<file path="src/rtl/irq_pending_ctrl_if.sv">
// Request/handshake bundle between peripheral request wires, the interrupt
// front-end and the interrupt consumer.
interface irq_pending_ctrl_if;
  localparam int unsigned NREQ = 4;
  localparam int unsigned IDW  = 2;

  logic [NREQ-1:0] req;
  logic [NREQ-1:0] mask;
  logic            irq_valid;
  logic [IDW-1:0]  irq_id;
  logic            irq_ack;
  logic            eoi;
  logic [NREQ-1:0] pending;
  logic [NREQ-1:0] in_service;

  // Consumer/environment side: drives requests, mask and handshake.
  modport master (
    output req, mask, irq_ack, eoi,
    input  irq_valid, irq_id, pending, in_service
  );

  // Front-end side.
  modport slave (
    input  req, mask, irq_ack, eoi,
    output irq_valid, irq_id, pending, in_service
  );
endinterface

</file>
<file path="src/rtl/irq_pending_ctrl.sv">
// Interrupt front-end: synchronises four request lines, latches rising edges
// as pending, and presents the highest eligible request above the current
// in-service level on a valid/ack handshake. EOI retires service levels.
module irq_pending_ctrl #(
  parameter int unsigned SYNC_STAGES = 2
) (
  input logic           clk,
  input logic           rst_n,
  irq_pending_ctrl_if.slave bus
);
  localparam int unsigned NREQ = 4;
  localparam int unsigned IDW  = 2;

  typedef enum logic [1:0] {
    IDLE    = 2'd0,
    PRESENT = 2'd1,
    SERVICE = 2'd2
  } state_t;

  state_t          state_q;
  logic [NREQ-1:0] sync_q [SYNC_STAGES];
  logic [NREQ-1:0] req_d_q;
  logic [NREQ-1:0] pending_q;
  logic [NREQ-1:0] in_service_q;
  logic            irq_valid_q;
  logic [IDW-1:0]  irq_id_q;

  logic [NREQ-1:0] req_s;
  logic [NREQ-1:0] rise;
  logic [NREQ-1:0] above_thr;
  logic [NREQ-1:0] eligible;
  logic [IDW-1:0]  sel;
  logic [NREQ-1:0] retire_bit;
  logic [NREQ-1:0] in_service_eoi;
  logic            ack_fire;
  logic [NREQ-1:0] ack_bit;

  assign req_s = sync_q[SYNC_STAGES-1];
  assign rise  = req_s & ~req_d_q;

  // Eligibility, selection, EOI retirement and ack decode.
  always_comb begin
    above_thr  = '0;
    sel        = '0;
    retire_bit = '0;
    for (int i = 0; i < int'(NREQ); i++) begin
      // Bit i is above the threshold when nothing at or above i is in service.
      above_thr[i] = ~(|(in_service_q >> i));
    end
    eligible = pending_q & ~bus.mask & above_thr;
    for (int i = 0; i < int'(NREQ); i++) begin
      if (eligible[i]) sel = IDW'(i);
      if (in_service_q[i]) begin
        retire_bit    = '0;
        retire_bit[i] = 1'b1;
      end
    end
    in_service_eoi = bus.eoi ? (in_service_q & ~retire_bit) : in_service_q;
    ack_fire       = irq_valid_q & bus.irq_ack;
    ack_bit        = ack_fire ? (NREQ'(1) << irq_id_q) : '0;
  end

  // Synchroniser, edge detect, pending/in-service bookkeeping and handshake FSM.
  always_ff @(posedge clk or negedge rst_n) begin
    if (!rst_n) begin
      for (int unsigned s = 0; s < SYNC_STAGES; s++) sync_q[s] <= '0;
      req_d_q      <= '0;
      pending_q    <= '0;
      in_service_q <= '0;
      irq_valid_q  <= 1'b0;
      irq_id_q     <= '0;
      state_q      <= IDLE;
    end else begin
      sync_q[0] <= bus.req;
      for (int unsigned s = 1; s < SYNC_STAGES; s++) sync_q[s] <= sync_q[s-1];
      req_d_q <= req_s;
      // A fresh edge wins over the ack clearing the same bit.
      pending_q    <= (pending_q & ~ack_bit) | rise;
      // EOI retires from the old in-service set before the ack adds its bit.
      in_service_q <= in_service_eoi | ack_bit;
      case (state_q)
        IDLE, SERVICE: begin
          if (|eligible) begin
            state_q     <= PRESENT;
            irq_valid_q <= 1'b1;
            irq_id_q    <= sel;
          end else begin
            state_q <= (|in_service_eoi) ? SERVICE : IDLE;
          end
        end
        PRESENT: begin
          if (ack_fire) begin
            state_q     <= SERVICE;
            irq_valid_q <= 1'b0;
          end
        end
        default: begin
          state_q     <= IDLE;
          irq_valid_q <= 1'b0;
        end
      endcase
    end
  end

  assign bus.pending    = pending_q;
  assign bus.in_service = in_service_q;
  assign bus.irq_valid  = irq_valid_q;
  assign bus.irq_id     = irq_id_q;

endmodule
</file>
<file path="src/flat_wrapper.sv">
// flat-port wrapper written by rule: the top's interface ports become plain ports
module irq_pending_ctrl_flat 
#(
  parameter int unsigned SYNC_STAGES = 2
)
  (clk, rst_n, bus_req, bus_mask, bus_irq_ack, bus_eoi, bus_irq_valid, bus_irq_id, bus_pending, bus_in_service);
  irq_pending_ctrl_if bus_i ();
  input logic clk;
  input logic rst_n;
  input wire logic [$bits(bus_i.req)-1:0] bus_req;
  input wire logic [$bits(bus_i.mask)-1:0] bus_mask;
  input wire logic [$bits(bus_i.irq_ack)-1:0] bus_irq_ack;
  input wire logic [$bits(bus_i.eoi)-1:0] bus_eoi;
  output wire logic [$bits(bus_i.irq_valid)-1:0] bus_irq_valid;
  output wire logic [$bits(bus_i.irq_id)-1:0] bus_irq_id;
  output wire logic [$bits(bus_i.pending)-1:0] bus_pending;
  output wire logic [$bits(bus_i.in_service)-1:0] bus_in_service;
  assign bus_i.req = bus_req;
  assign bus_i.mask = bus_mask;
  assign bus_i.irq_ack = bus_irq_ack;
  assign bus_i.eoi = bus_eoi;
  assign bus_irq_valid = bus_i.irq_valid;
  assign bus_irq_id = bus_i.irq_id;
  assign bus_pending = bus_i.pending;
  assign bus_in_service = bus_i.in_service;
  irq_pending_ctrl #(.SYNC_STAGES(SYNC_STAGES)) u_core (.clk(clk), .rst_n(rst_n), .bus(bus_i));
endmodule
</file>
<file path="config.mk">
export PLATFORM = sky130hd
export DESIGN_NAME = irq_pending_ctrl_flat
export DESIGN_NICKNAME = d
export VERILOG_FILES = /design/src/rtl/irq_pending_ctrl_if.sv /design/src/rtl/irq_pending_ctrl.sv /design/src/flat_wrapper.sv
export SDC_FILE = /design/constraint.sdc
export NUM_CORES = 1
export LEC_CHECK = 0
export CAP_MARGIN = 20
export CORE_MARGIN = 2
export CORE_UTILIZATION = 49
export CTS_BUF_LIST = sky130_fd_sc_hd__clkbuf_4 sky130_fd_sc_hd__clkbuf_8
export DETAILED_ROUTE_END_ITERATION = 7
export GPL_TIMING_DRIVEN = 0
export PLACE_DENSITY_LB_ADDON = 0.1
export SLEW_MARGIN = 20
export SYNTH_ARGS = -nofsm -noshare
export SYNTH_HDL_FRONTEND = slang
export SYNTH_SLANG_ARGS = --single-unit
export TNS_END_PERCENT = 1
</file>
<file path="constraint.sdc">
create_clock -name clk -period 2.1 [get_ports clk]
set_clock_uncertainty 0.15 [all_clocks]
set_input_delay 0.315 -clock clk [delete_from_list [all_inputs] [get_ports clk]]
set_output_delay 0.315 -clock clk [all_outputs]
set_load 0.05 [all_outputs]
</file>
Word-level counts from Yosys, hierarchy flattened
Index checks and enable logic that the tools add are counted.
- ROM bits: 0
- flip-flop bits (word level): 25
- bits in writable memories: 0
- memories: 0
- bits in latches: 0
- order comparisons: 0
- shifts and indexed selects: 1
- divide/modulo/power cells: 0
- reduce and logical (&&, ||, !) cells: 9
- $add $sub $neg: 0
- bitwise logic cells: 16
- muxes and demuxes: 16
- $mul: 0
- eq/ne operators: 4
- operators with widths (kind ; number):
    AND 4 bit ; 5
    two-way mux 4 bit ; 5
    inverter 4 bit ; 4
    OR reduction 4 bit ; 3
    two-way mux 2 bit ; 5
    OR 4 bit ; 2
    two-way mux 1 bit ; 4
    != test 2 x 1 -> 1 bit, second input constant ; 2
    inverter 1 bit ; 4
    one-hot mux 2 bit (2 select lines) ; 1
    AND reduction 2 bit ; 2
    OR reduction 2 bit ; 2
    << shifter 1 x 2 -> 4 bit, first input constant ; 1
    OR reduction 3 bit ; 1
    == test 2 x 1 -> 1 bit, second input constant ; 1
    == test 2 bit, second input constant ; 1
    logical NOT 2 bit ; 1
    one-hot mux 1 bit (2 select lines) ; 1
    AND 1 bit ; 1

Longest topological paths before layout
- word-level depth: 11
- gate-level depth with buffers: 4

Worst setup path after synthesis
No wires, ideal clock.
- kind: reg-to-reg
- start: register u_core.in_service_q[3] (netlist: u_core.bus.in_service[3])
- end: register u_core.irq_id_q[0] (netlist: u_core.bus.irq_id[0])
- stages on the path, launching flop included: 4
- setup slack: 305 ps
- data required time: 1871 ps
- arrival: 1566 ps
- clock period less this slack: 1795 ps
- cells stage by stage: dfrtp_1 or3_4 o31ai_4 mux2i_1
- longest elaborated chain between the ends: 6
- elaborated cells on any way between the ends: 13
- RTL lines (item ; RTL line ; text):
    start: declaration ; irq_pending_ctrl.sv:24 ; logic [NREQ-1:0] in_service_q;
    start signal: assignment ; irq_pending_ctrl.sv:80 ; in_service_q <= in_service_eoi | ack_bit;
    OR reduction 3 bit ; irq_pending_ctrl.sv:48 ; above_thr[i] = ~(|(in_service_q >> i));
    inverter 1 bit ; irq_pending_ctrl.sv:48 ;
    AND 4 bit * ; irq_pending_ctrl.sv:50 ; eligible = pending_q & ~bus.mask & above_thr;
    two-way mux 1 bit ; irq_pending_ctrl.sv:52 ; if (eligible[i]) sel = IDW'(i);
    two-way mux 2 bit (2 in series) ; irq_pending_ctrl.sv:52 ;
    end signal: assignment ; irq_pending_ctrl.sv:86 ; irq_id_q <= sel;
    end: declaration ; irq_pending_ctrl.sv:26 ; logic [IDW-1:0] irq_id_q;
Every way passes the cells marked *; elsewhere a longest branch is shown, timed or not.
A chain may end at the register's enable or synchronous reset.

Worst setup path after layout
- start: register u_core.pending_q[2] (netlist: u_core.bus.pending[2])
- end: output bus_pending[2]
- RTL lines (item ; RTL line ; text):
    start: declaration ; irq_pending_ctrl.sv:23 ; logic [NREQ-1:0] pending_q;
    start signal: assignment ; irq_pending_ctrl.sv:78 ; pending_q <= (pending_q & ~ack_bit) | rise;
    end: declaration ; flat_wrapper.sv:16 ; output wire logic [$bits(bus_i.pending)-1:0] bus_pending;
No word-level cell between the ends.

==> results.ini <==
[placed_design]
dp.final_hpwl_um=1300
place.gp.congestion=0.813
place_ws_ns=0.0966
portBuffers=22

[sta]
maxSlewHeadroom_pct=65.1
fin_ws_ns=0.0676
fin_setup_tns_ns=0
setup_viol=0
drv_slew=0
grt_setup_unrepaired=no
timing.final.crit_share_pct=96.8
fmax_ghz=0.492
hold_viol_final=0
period_needed_ns=2.03
worst_pin_slew_ns=0.524

[global_route]
grt_pass1_wl_um=2880
grt_usage_pct=19.1
grt_max_degree=26
grt_pass1_vias=678
overflow=0
antenna_found_initial=0

[floorplan]
die-width_um=47.4
dieArea_um2=2250
initial_utilization_pct=53.0
core_area_um2=1750
die_h_um=47.4
fp-row-count=15
io-pin-count=23

[logic_synthesis]
synth.avg_cell_area_um2=12.3
yosys_warnings=0
syn_nets=87
synthesis.area_um2=925
synth_area_leaders=dfrtp_1 (68%), o21ai_0 (6.0%), inv_1 (3.7%)
yosys.area.top_type=dfrtp_1
synth_ff_type=dfrtp_1
synth_edf_count=0
seq_area_frac_synth_pct=67.7
syn_inst=75
yosysMostFrequentCell=dfrtp_1
async_reset_ff_share_pct=100
yosys.area.top_type_share_pct=67.7
synth_commonest_cells=dfrtp_1 (25), o21ai_0 (11), inv_1 (9), nand2_1 (4), a21oi_1 (3)
synthDistinctLibCells=25
ys_seq_elements=25

[setup_path]
cp.required_ns=1.63
crit_path_cell_trace=clkdlybuf4s50_1
worstPathArrival_ns=1.57
critPathMaxStageDelay_ns=0.82
r2r-start=u_core.bus.in_service[3]
cp_top_family=buffers and inverters
start_kind=flop
cp_slowest_cell=clkdlybuf4s50_1
crit_buf_inv=1
critPathMaxFanout=4
endpoint_kind=output pin
worstSetupStartpoint=u_core.bus.pending[2]
critPathKind=reg2out

[routing]
antenna_left=0
drt-total-wl_um=1710
drtIter0Drc=5
vias_per_cell=5.34
drc=0
drt_pass1_iterations=4
avgRoutedWirePerCell_um=13.4
vias=678

[clock_network]
insertion_delay_ns=0.32
path_clk_slew_ns=0.14
cts.sinks=25
cts_made_buffers=3
ctsHtreeMaxLevel=1
cts_tree=done
postCtsSetupRepairBufs=0
clock-root-buffer=clkbuf_4
ctsLongestPathBuffers=2

[pwr]
p_per_area_nw_per_um2=1560
p_leak_uw=0.000552
ir_drop_mv=1.08

[final_layout]
syn_to_final_growth_pct=30.6
num_antenna_cells=0
final_core_util_pct=69.2
drive_gt1_share_pct=6.86
final_nets=115

[job]
cap_viol_max_count=0

[min_path]
hold_class=reg2reg
min_from=u_core.sync_q[6]

[run_status]
status=complete, no violations

[cells by family (layout without fill, tap and decap cells)]
| group | count (synthesis) | in the layout | share of synthesized area (%) |
|---|---|---|---|
| flops | 25 | 25 | 67.7 |
| simple gates | 15 | 15 | 9.34 |
| buf+inv | 9 | 36 | 3.65 |
| compound gates | 24 | 24 | 17.2 |
| mux | 1 | 1 | 1.08 |
| fa+ha+maj | 1 | 1 | 1.08 |
[layout by cell type (no fill, tap or decap), drive strengths merged, types with 2 or more instances in the layout]
master         instances
dfrtp                 25
clkdlybuf4s50         15
o21ai                 13
inv                    9
dlygate4sd2            5
nand2                  4
a21oi                  3
clkbuf                 3
o31ai                  3
nand3                  2
or3                    2
[per-stage QoR]
stage	power [uW]	instance area, um2	std cells	hold slack, ns
after floorplan	1390	925	75	-0.131
final	1880	1210	127	0.221
after global placement	1690	1180	122	0.183
after detailed placement	1710	1180	122	0.193
after global routing	2000	1210	127	0.229
after CTS	1900	1200	126	0.225
[routing by layer]
layer | GRT usage [%] | part of all wire [%] | vias to the layer above
met5 | 0 | 0 | -
met4 | 10.0 | 1.6 | 0
met3 | 2.26 | 4.3 | 4
met2 | 34.1 | 50 | 17
met1 | 22.6 | 44 | 336
li1 | - | - | 321
[power breakdown]
| group | internal (uW) | total [uW] | leakage (uW) | switching, uW |
|---|---|---|---|---|
| Clock | 72.8 | 214 | 0.0000139 | 142 |
| Sequential | 607 | 770 | 0.000292 | 163 |
| Combinational | 321 | 895 | 0.000246 | 574 |
| Total | 1000 | 1880 | 0.000552 | 879 |
[timing repair]
item | in CTS | in global routing
resized for setup | 5 | 1
pin swaps | 0 | 0
setup endpoints to repair | 5 | 1
cloned | 0 | 0
hold endpoints to repair | 0 | 25
hold buffers | 0 | 1
[flip-flops by register name, summed over array words and instances, names as in the netlist]
| register | count |
|---|---|
| u_core.sync_q | 4 |
| u_core.bus.pending | 4 |
| u_core.bus.irq_id | 2 |
| u_core.bus.in_service | 4 |
| u_core.state_q | 2 |
| u_core.req_d_q | 4 |
| u_core.bus.irq_valid | 1 |
| u_core.req_s | 4 |
[path summary, 6_finish.rpt]
path | depth (start not counted) | endpoint | slack, ns
hold / removal | 0 | u_core.req_s[2] | 0.22
max in group asynchronous | 2 | u_core.bus.irq_id[0] | 1.12
setup reg to reg | 3 | u_core.bus.irq_id[0] | 0.40
min in group asynchronous | 2 | u_core.bus.pending[1] | 0.33
hold reg to reg | 0 | u_core.req_s[2] | 0.22
setup / recovery | 1 | bus_pending[2] | 0.07
[final cells by class]
type                            count  area (um2)
Sequential cell                    25         626
Timing Repair Buffer               23         221
Clock inverter                      1        7.51
Fill cell                         147         538
Multi-Input combinational cell     41         265
Inverter                            9        33.8
Clock buffer                        3        22.5
Tap cell                           25        31.3
No activity file was read; power rests on OpenSTA's default activity.
